**config.mk**
```make
export PLATFORM = sky130hd
export DESIGN_NAME = fifo_out_reader_flat
export DESIGN_NICKNAME = d
export VERILOG_FILES = /design/src/rtl/fifo_pkg.sv /design/src/rtl/fifo_out_reader_if.sv /design/src/rtl/fifo_out_ns.sv /design/src/rtl/fifo_out_reader.sv /design/src/flat_wrapper.sv
export SDC_FILE = /design/constraint.sdc
export NUM_CORES = 1
export LEC_CHECK = 0
export BUFFER_PORTS_ARGS = -buffer_cell sky130_fd_sc_hd__buf_2
export CORE_UTILIZATION = 35
export CTS_CLUSTER_DIAMETER = 100
export DETAILED_ROUTE_END_ITERATION = 12
export RECOVER_POWER = 25
export SLEW_MARGIN = 20
export SYNTH_ARGS = -nofsm -noshare
export SYNTH_HDL_FRONTEND = slang
export SYNTH_HIERARCHICAL = 1
export SYNTH_SLANG_ARGS = --single-unit
```
**constraint.sdc**
```tcl
create_clock -name clk -period 2.15 [get_ports clk]
set_clock_uncertainty 0.15 [all_clocks]
set_input_delay 0.43 -clock clk [delete_from_list [all_inputs] [get_ports clk]]
set_output_delay 0.43 -clock clk [all_outputs]
set_load 0.03 [all_outputs]
```
**src/rtl/fifo_pkg.sv**
```systemverilog
// Shared FIFO definitions: sizes plus state encodings for the read-side
// reader and the write-side address/control logic.
package fifo_pkg;

   localparam int FIFO_DEPTH = 8;
   localparam int CNT_WIDTH  = 4;
   localparam int DATA_WIDTH = 32;

   typedef enum logic [2:0] {
      RS_IDLE     = 3'd0,
      RS_REQ      = 3'd1,
      RS_CAPTURE  = 3'd2,
      RS_HOLD     = 3'd3,
      RS_DONE     = 3'd4,
      RS_RD_ERROR = 3'd5
   } rd_state_e;

   typedef enum logic [2:0] {
      WS_IDLE     = 3'd0,
      WS_WRITE    = 3'd1,
      WS_READ     = 3'd2,
      WS_WR_ERROR = 3'd3,
      WS_RD_ERROR = 3'd4
   } wr_state_e;

   // A burst is legal only if it fits the FIFO and the words are already there.
   function automatic logic len_ok(input logic [CNT_WIDTH-1:0] len,
                                   input logic [CNT_WIDTH-1:0] count);
      return !(len > CNT_WIDTH'(FIFO_DEPTH)) && !(len > count);
   endfunction

endpackage

```
**src/rtl/fifo_out_reader_if.sv**
```systemverilog
// Burst-request, FIFO-pop and downstream valid/ready signals of the reader.
interface fifo_out_reader_if #(
   parameter int DATA_WIDTH = 32,
   parameter int CNT_WIDTH  = 4
);
   logic                  rd_start;
   logic [CNT_WIDTH-1:0]  rd_len;
   logic [CNT_WIDTH-1:0]  fifo_data_count;
   logic                  fifo_empty;
   logic [DATA_WIDTH-1:0] fifo_dout;
   logic                  fifo_re;
   logic                  m_valid;
   logic                  m_ready;
   logic [DATA_WIDTH-1:0] m_data;
   logic                  busy;
   logic                  done;
   logic                  rd_error;

   modport slave (
      input  rd_start, rd_len, fifo_data_count, fifo_empty, fifo_dout, m_ready,
      output fifo_re, m_valid, m_data, busy, done, rd_error
   );

   modport master (
      output rd_start, rd_len, fifo_data_count, fifo_empty, fifo_dout, m_ready,
      input  fifo_re, m_valid, m_data, busy, done, rd_error
   );
endinterface

```
**src/rtl/fifo_out_ns.sv**
```systemverilog
// Combinational next-state / next-remaining logic and state-decoded strobes
// for the FIFO reader; holds no registers.
module fifo_out_ns
   import fifo_pkg::*;
#(
   parameter int CNT_WIDTH = fifo_pkg::CNT_WIDTH
) (
   input  rd_state_e            state_q_i,
   input  logic [CNT_WIDTH-1:0] remaining_q_i,
   input  logic                 rd_start_i,
   input  logic [CNT_WIDTH-1:0] rd_len_i,
   input  logic [CNT_WIDTH-1:0] fifo_data_count_i,
   input  logic                 fifo_empty_i,
   input  logic                 m_ready_i,
   output rd_state_e            state_d_o,
   output logic [CNT_WIDTH-1:0] remaining_d_o,
   output logic                 fifo_re_o,
   output logic                 busy_o,
   output logic                 done_o,
   output logic                 rd_error_o
);

   always_comb begin
      state_d_o     = state_q_i;
      remaining_d_o = remaining_q_i;
      case (state_q_i)
         RS_IDLE: begin
            if (rd_start_i) begin
               if (!len_ok(rd_len_i, fifo_data_count_i)) begin
                  state_d_o = RS_RD_ERROR;
               end else if (rd_len_i == '0) begin
                  state_d_o = RS_DONE;
               end else begin
                  remaining_d_o = rd_len_i;
                  state_d_o     = RS_REQ;
               end
            end
         end
         // An empty FIFO here aborts the burst without popping.
         RS_REQ:     state_d_o = fifo_empty_i ? RS_RD_ERROR : RS_CAPTURE;
         RS_CAPTURE: begin
            remaining_d_o = remaining_q_i - CNT_WIDTH'(1);
            state_d_o     = RS_HOLD;
         end
         RS_HOLD: begin
            if (m_ready_i) state_d_o = (remaining_q_i == '0) ? RS_DONE : RS_REQ;
         end
         RS_DONE:     state_d_o = RS_IDLE;
         RS_RD_ERROR: begin
            remaining_d_o = '0;
            state_d_o     = RS_IDLE;
         end
         default: begin
            remaining_d_o = '0;
            state_d_o     = RS_IDLE;
         end
      endcase
   end

   assign fifo_re_o  = (state_q_i == RS_REQ) && !fifo_empty_i;
   assign busy_o     = (state_q_i != RS_IDLE);
   assign done_o     = (state_q_i == RS_DONE);
   assign rd_error_o = (state_q_i == RS_RD_ERROR);

endmodule

```
**src/rtl/fifo_out_reader.sv**
```systemverilog
// Read-side FIFO controller: pops a burst one word at a time and presents
// each word on a valid/ready output, ending with a done or rd_error pulse.
module fifo_out_reader
   import fifo_pkg::*;
#(
   parameter int DATA_WIDTH = fifo_pkg::DATA_WIDTH,
   parameter int CNT_WIDTH  = fifo_pkg::CNT_WIDTH
) (
   input  logic               clk,
   input  logic               reset,
   fifo_out_reader_if.slave   bus
);

   rd_state_e             state_q, state_d;
   logic [CNT_WIDTH-1:0]  remaining_q, remaining_d;
   logic                  m_valid_q;
   logic [DATA_WIDTH-1:0] m_data_q;
   logic                  fifo_re, busy, done, rd_error;

   fifo_out_ns #(.CNT_WIDTH(CNT_WIDTH)) u_ns (
      .state_q_i         (state_q),
      .remaining_q_i     (remaining_q),
      .rd_start_i        (bus.rd_start),
      .rd_len_i          (bus.rd_len),
      .fifo_data_count_i (bus.fifo_data_count),
      .fifo_empty_i      (bus.fifo_empty),
      .m_ready_i         (bus.m_ready),
      .state_d_o         (state_d),
      .remaining_d_o     (remaining_d),
      .fifo_re_o         (fifo_re),
      .busy_o            (busy),
      .done_o            (done),
      .rd_error_o        (rd_error)
   );

   // Reset discards any word popped but not yet accepted downstream.
   always_ff @(posedge clk or posedge reset) begin
      if (reset) begin
         state_q     <= RS_IDLE;
         remaining_q <= '0;
         m_valid_q   <= 1'b0;
         m_data_q    <= '0;
      end else begin
         state_q     <= state_d;
         remaining_q <= remaining_d;
         if (state_q == RS_CAPTURE) begin
            m_data_q  <= bus.fifo_dout;
            m_valid_q <= 1'b1;
         end else if (state_q == RS_HOLD && bus.m_ready) begin
            m_valid_q <= 1'b0;
         end
      end
   end

   assign bus.fifo_re  = fifo_re;
   assign bus.busy     = busy;
   assign bus.done     = done;
   assign bus.rd_error = rd_error;
   assign bus.m_valid  = m_valid_q;
   assign bus.m_data   = m_data_q;

endmodule

```
**src/flat_wrapper.sv**
```systemverilog
// flat-port wrapper written by rule: the top's interface ports become plain ports
module fifo_out_reader_flat import fifo_pkg::*;
#(
   parameter int DATA_WIDTH = fifo_pkg::DATA_WIDTH,
   parameter int CNT_WIDTH  = fifo_pkg::CNT_WIDTH
)
  (clk, reset, bus_rd_start, bus_rd_len, bus_fifo_data_count, bus_fifo_empty, bus_fifo_dout, bus_m_ready, bus_fifo_re, bus_m_valid, bus_m_data, bus_busy, bus_done, bus_rd_error);
  fifo_out_reader_if #(.DATA_WIDTH(DATA_WIDTH), .CNT_WIDTH(CNT_WIDTH)) bus_i ();
  input  logic clk;
  input  logic reset;
  input wire logic [$bits(bus_i.rd_start)-1:0] bus_rd_start;
  input wire logic [$bits(bus_i.rd_len)-1:0] bus_rd_len;
  input wire logic [$bits(bus_i.fifo_data_count)-1:0] bus_fifo_data_count;
  input wire logic [$bits(bus_i.fifo_empty)-1:0] bus_fifo_empty;
  input wire logic [$bits(bus_i.fifo_dout)-1:0] bus_fifo_dout;
  input wire logic [$bits(bus_i.m_ready)-1:0] bus_m_ready;
  output wire logic [$bits(bus_i.fifo_re)-1:0] bus_fifo_re;
  output wire logic [$bits(bus_i.m_valid)-1:0] bus_m_valid;
  output wire logic [$bits(bus_i.m_data)-1:0] bus_m_data;
  output wire logic [$bits(bus_i.busy)-1:0] bus_busy;
  output wire logic [$bits(bus_i.done)-1:0] bus_done;
  output wire logic [$bits(bus_i.rd_error)-1:0] bus_rd_error;
  assign bus_i.rd_start = bus_rd_start;
  assign bus_i.rd_len = bus_rd_len;
  assign bus_i.fifo_data_count = bus_fifo_data_count;
  assign bus_i.fifo_empty = bus_fifo_empty;
  assign bus_i.fifo_dout = bus_fifo_dout;
  assign bus_i.m_ready = bus_m_ready;
  assign bus_fifo_re = bus_i.fifo_re;
  assign bus_m_valid = bus_i.m_valid;
  assign bus_m_data = bus_i.m_data;
  assign bus_busy = bus_i.busy;
  assign bus_done = bus_i.done;
  assign bus_rd_error = bus_i.rd_error;
  fifo_out_reader #(.DATA_WIDTH(DATA_WIDTH), .CNT_WIDTH(CNT_WIDTH)) u_core (.clk(clk), .reset(reset), .bus(bus_i));
endmodule
```
==> results.cfg <==
[outcome]
status = completed

[placed_design]
dpl_worst_slack_ps = -4.53
place_hpwl_mm = 2.75
place_area_sq_um = 2390
place.port_buffers = 81
routabilityCongestion = 0.724

[yosys]
ys_seq_area_share_pct = 52.4
synth_area_sq_um = 1910
synth_area_leaders = dfrtp_1, mux2_2, ha_1
synth_ff_type = dfrtp_1
synth_warnings = 6
synthCells = 151
synth_seq_cells = 40
synth_top_area_share_pct = 52.4
synth_area_leader_cell = dfrtp_1
async_reset_ff_share_pct = 100
synth_fp_nets = 201
avgSynthCellArea_sq_um = 12.7
synth_edf_count = 0
synth_cell_type_count = 35

[setup_path]
slowest_delay_ps = 500
crit_path_end_kind = output pin
critPathLaunchType = flop
cp_num_buf_inv = 1
cp.required_ps = 1570
slowest_stage = dfrtp_2
worstPathArrival_ps = 1390
crit_type = flop to output pin
cp_cell_sequence = nand2b_1 -> nor3_1 -> buf_2
path_max_fanout = 15
cp_top_family = flip-flops

[floorplan]
die_h_um = 75.9
die_area_sq_um = 5760
start_util_pct = 36.9
core_sq_um = 5170
placementRows = 26
io_pins = 82
die_w_um = 75.9

[clocking]
cts_sinks = 40
post_cts_buffers = 0
clk_latency_ps = 280
htree_levels = 2
cts_hold_buf = 0
clockBufferDepth = 2
root_buffer = clkbuf_8
cts_tree = yes
cts.repair.resized = 0
cts_buffers = 5
clk_pin_slew_ps = 70

[sta]
tightest_slew_ps = 969
rsz0062_at_grt = no
fin_crit_sh_pct = 91.8
fin_crit_ps = 1970
fin_setup_tns_ps = 0
fmaxAchievable_ghz = 0.507
maxSlewHeadroom_pct = 35.4
drv_slew = 0
hold_viol = 0
setup_viol = 0
finalWorstSetupSlack_ps = 176

[finish]
final_cell_area_sq_um = 2500
area.growth.synth_to_final_pct = 30.9
multi_input_area_sq_um = 812
post-route-util_pct = 48.4
fill_cells = 480
drive_gt1_share_pct = 56.9
area.sequential_sq_um = 1000
nets = 288
n_antenna_cell = 0

[detailed_routing]
routed_wl_mm = 3.68
wl_per_cell_um = 11.9
ant_nets = 0
first_pass_iters = 4
drc = 0
vias_per_cell = 4.57
vias = 1413
drtIter0Drc = 19

[power]
p_leak_nw = 1.23
power-per-cell-area_nw_per_um2 = 1600
power_mw = 4.01
ir_worst_vdd_mv = 0.596

[global_route]
antenna_found_initial = 0
grt_pass1_vias = 1257
grt_overflow_total = 0
grt_pass1_wl_mm = 5.54
grt_max_degree = 41
grtUsageTotal_pct = 12.9

[hold_path]
min_path_type = input pin to flop

[flow_run]
cap_violations = 0
-- kinds of logic after synthesis --
| group | count (synthesis) | synth area share, % |
|---|---|---|
| xor+xnor | 1 | 0.458 |
| compound gates | 25 | 9.89 |
| simple gates | 28 | 9.43 |
| mux | 33 | 19.4 |
| buf+inv | 19 | 5.11 |
| fa+ha+maj | 5 | 3.27 |
| flops | 40 | 52.4 |
-- through the flow --
step                hold WS [ps]  instances
floorplan                    333        151
global placement             315        301
detailed placement           316        301
CTS                          126        309
global route                 218        309
finish                       217        309
-- worst register-to-register path, stage by stage, from the launching register on --
cell and delay [ps]:
dfrtp_2 510, nor3b_4 240, buf_4 300, mux2_2 390
-- power breakdown --
part | switching, mW | internal (mW)
sequential | 0.252 | 1.13
combinational | 1.23 | 0.809
clock | 0.238 | 0.344
total | 1.72 | 2.29
-- state kept, by name (all words and copies together) (netlist names) --
name	count
u_core/bus.m_valid	1
u_core/bus.m_data	32
u_core/state_q	3
u_core/remaining_q	4
-- cells in the mapped netlist (all sizes together), types with 2 or more instances --
library cell and n:
dfrtp 40, ha 5, a221o 3, nand2 6
a21oi 7, nor2 4, and4 2, nor3b 4
nand3 2, buf 6, o21ai 3, mux2 33
inv 13, o32ai 2, a21o 2, nor3 6
a2bb2oi 2
-- layout make-up --
type / instances / share of cell area, %
Timing Repair Buffer: 86 / 17.6
Tap cell: 70 / 3.50
Inverter: 13 / 1.95
Clock inverter: 2 / 1.40
Multi-Input combinational cell: 92 / 32.5
Sequential cell: 40 / 40.2
Clock buffer: 6 / 2.90
-- routing by layer --
layer  track usage [%]  part of all wire, %  vias up  wire length (um)
li1                  -                    -      719                 -
met1              17.2                   49      640              1820
met2              20.6                   43       52              1560
met3              3.44                  7.3        2               270
met4              3.70                 0.63        0                23
met5                 0                    0        -                 0
-- cells in the final DEF (no fill, tap or decap), types with 4 or more instances in the layout --
master / Yosys / final
buf_2: 3 / 81
dfrtp_1: 40 / 37
mux2_2: 31 / 31
inv_1: 12 / 12
a21oi_1: 7 / 7
nand2_1: 6 / 6
clkbuf_8: 0 / 5
ha_1: 5 / 5
buf_4: 0 / 4
nor3_1: 4 / 4
nor2_1: 4 / 4
-- path summary, 6_finish.rpt --
kind / startpoint / endpoint / slack (ps) / cells past startpoint
max in group asynchronous: reset / u_core/state_q[2] / 900 / 3
worst min register to register: u_core/bus.m_data[15] / u_core/bus.m_data[15] / 340 / 1
worst max-delay path: u_core/state_q[1] / bus_fifo_re / 180 / 3
worst min-delay path: bus_fifo_dout[15] / u_core/bus.m_data[15] / 220 / 2
min in group asynchronous: reset / u_core/bus.m_data[15] / 290 / 3
worst max register to register: u_core/state_q[1] / u_core/bus.m_data[24] / 460 / 3
(Power assumes the default switching activity.)
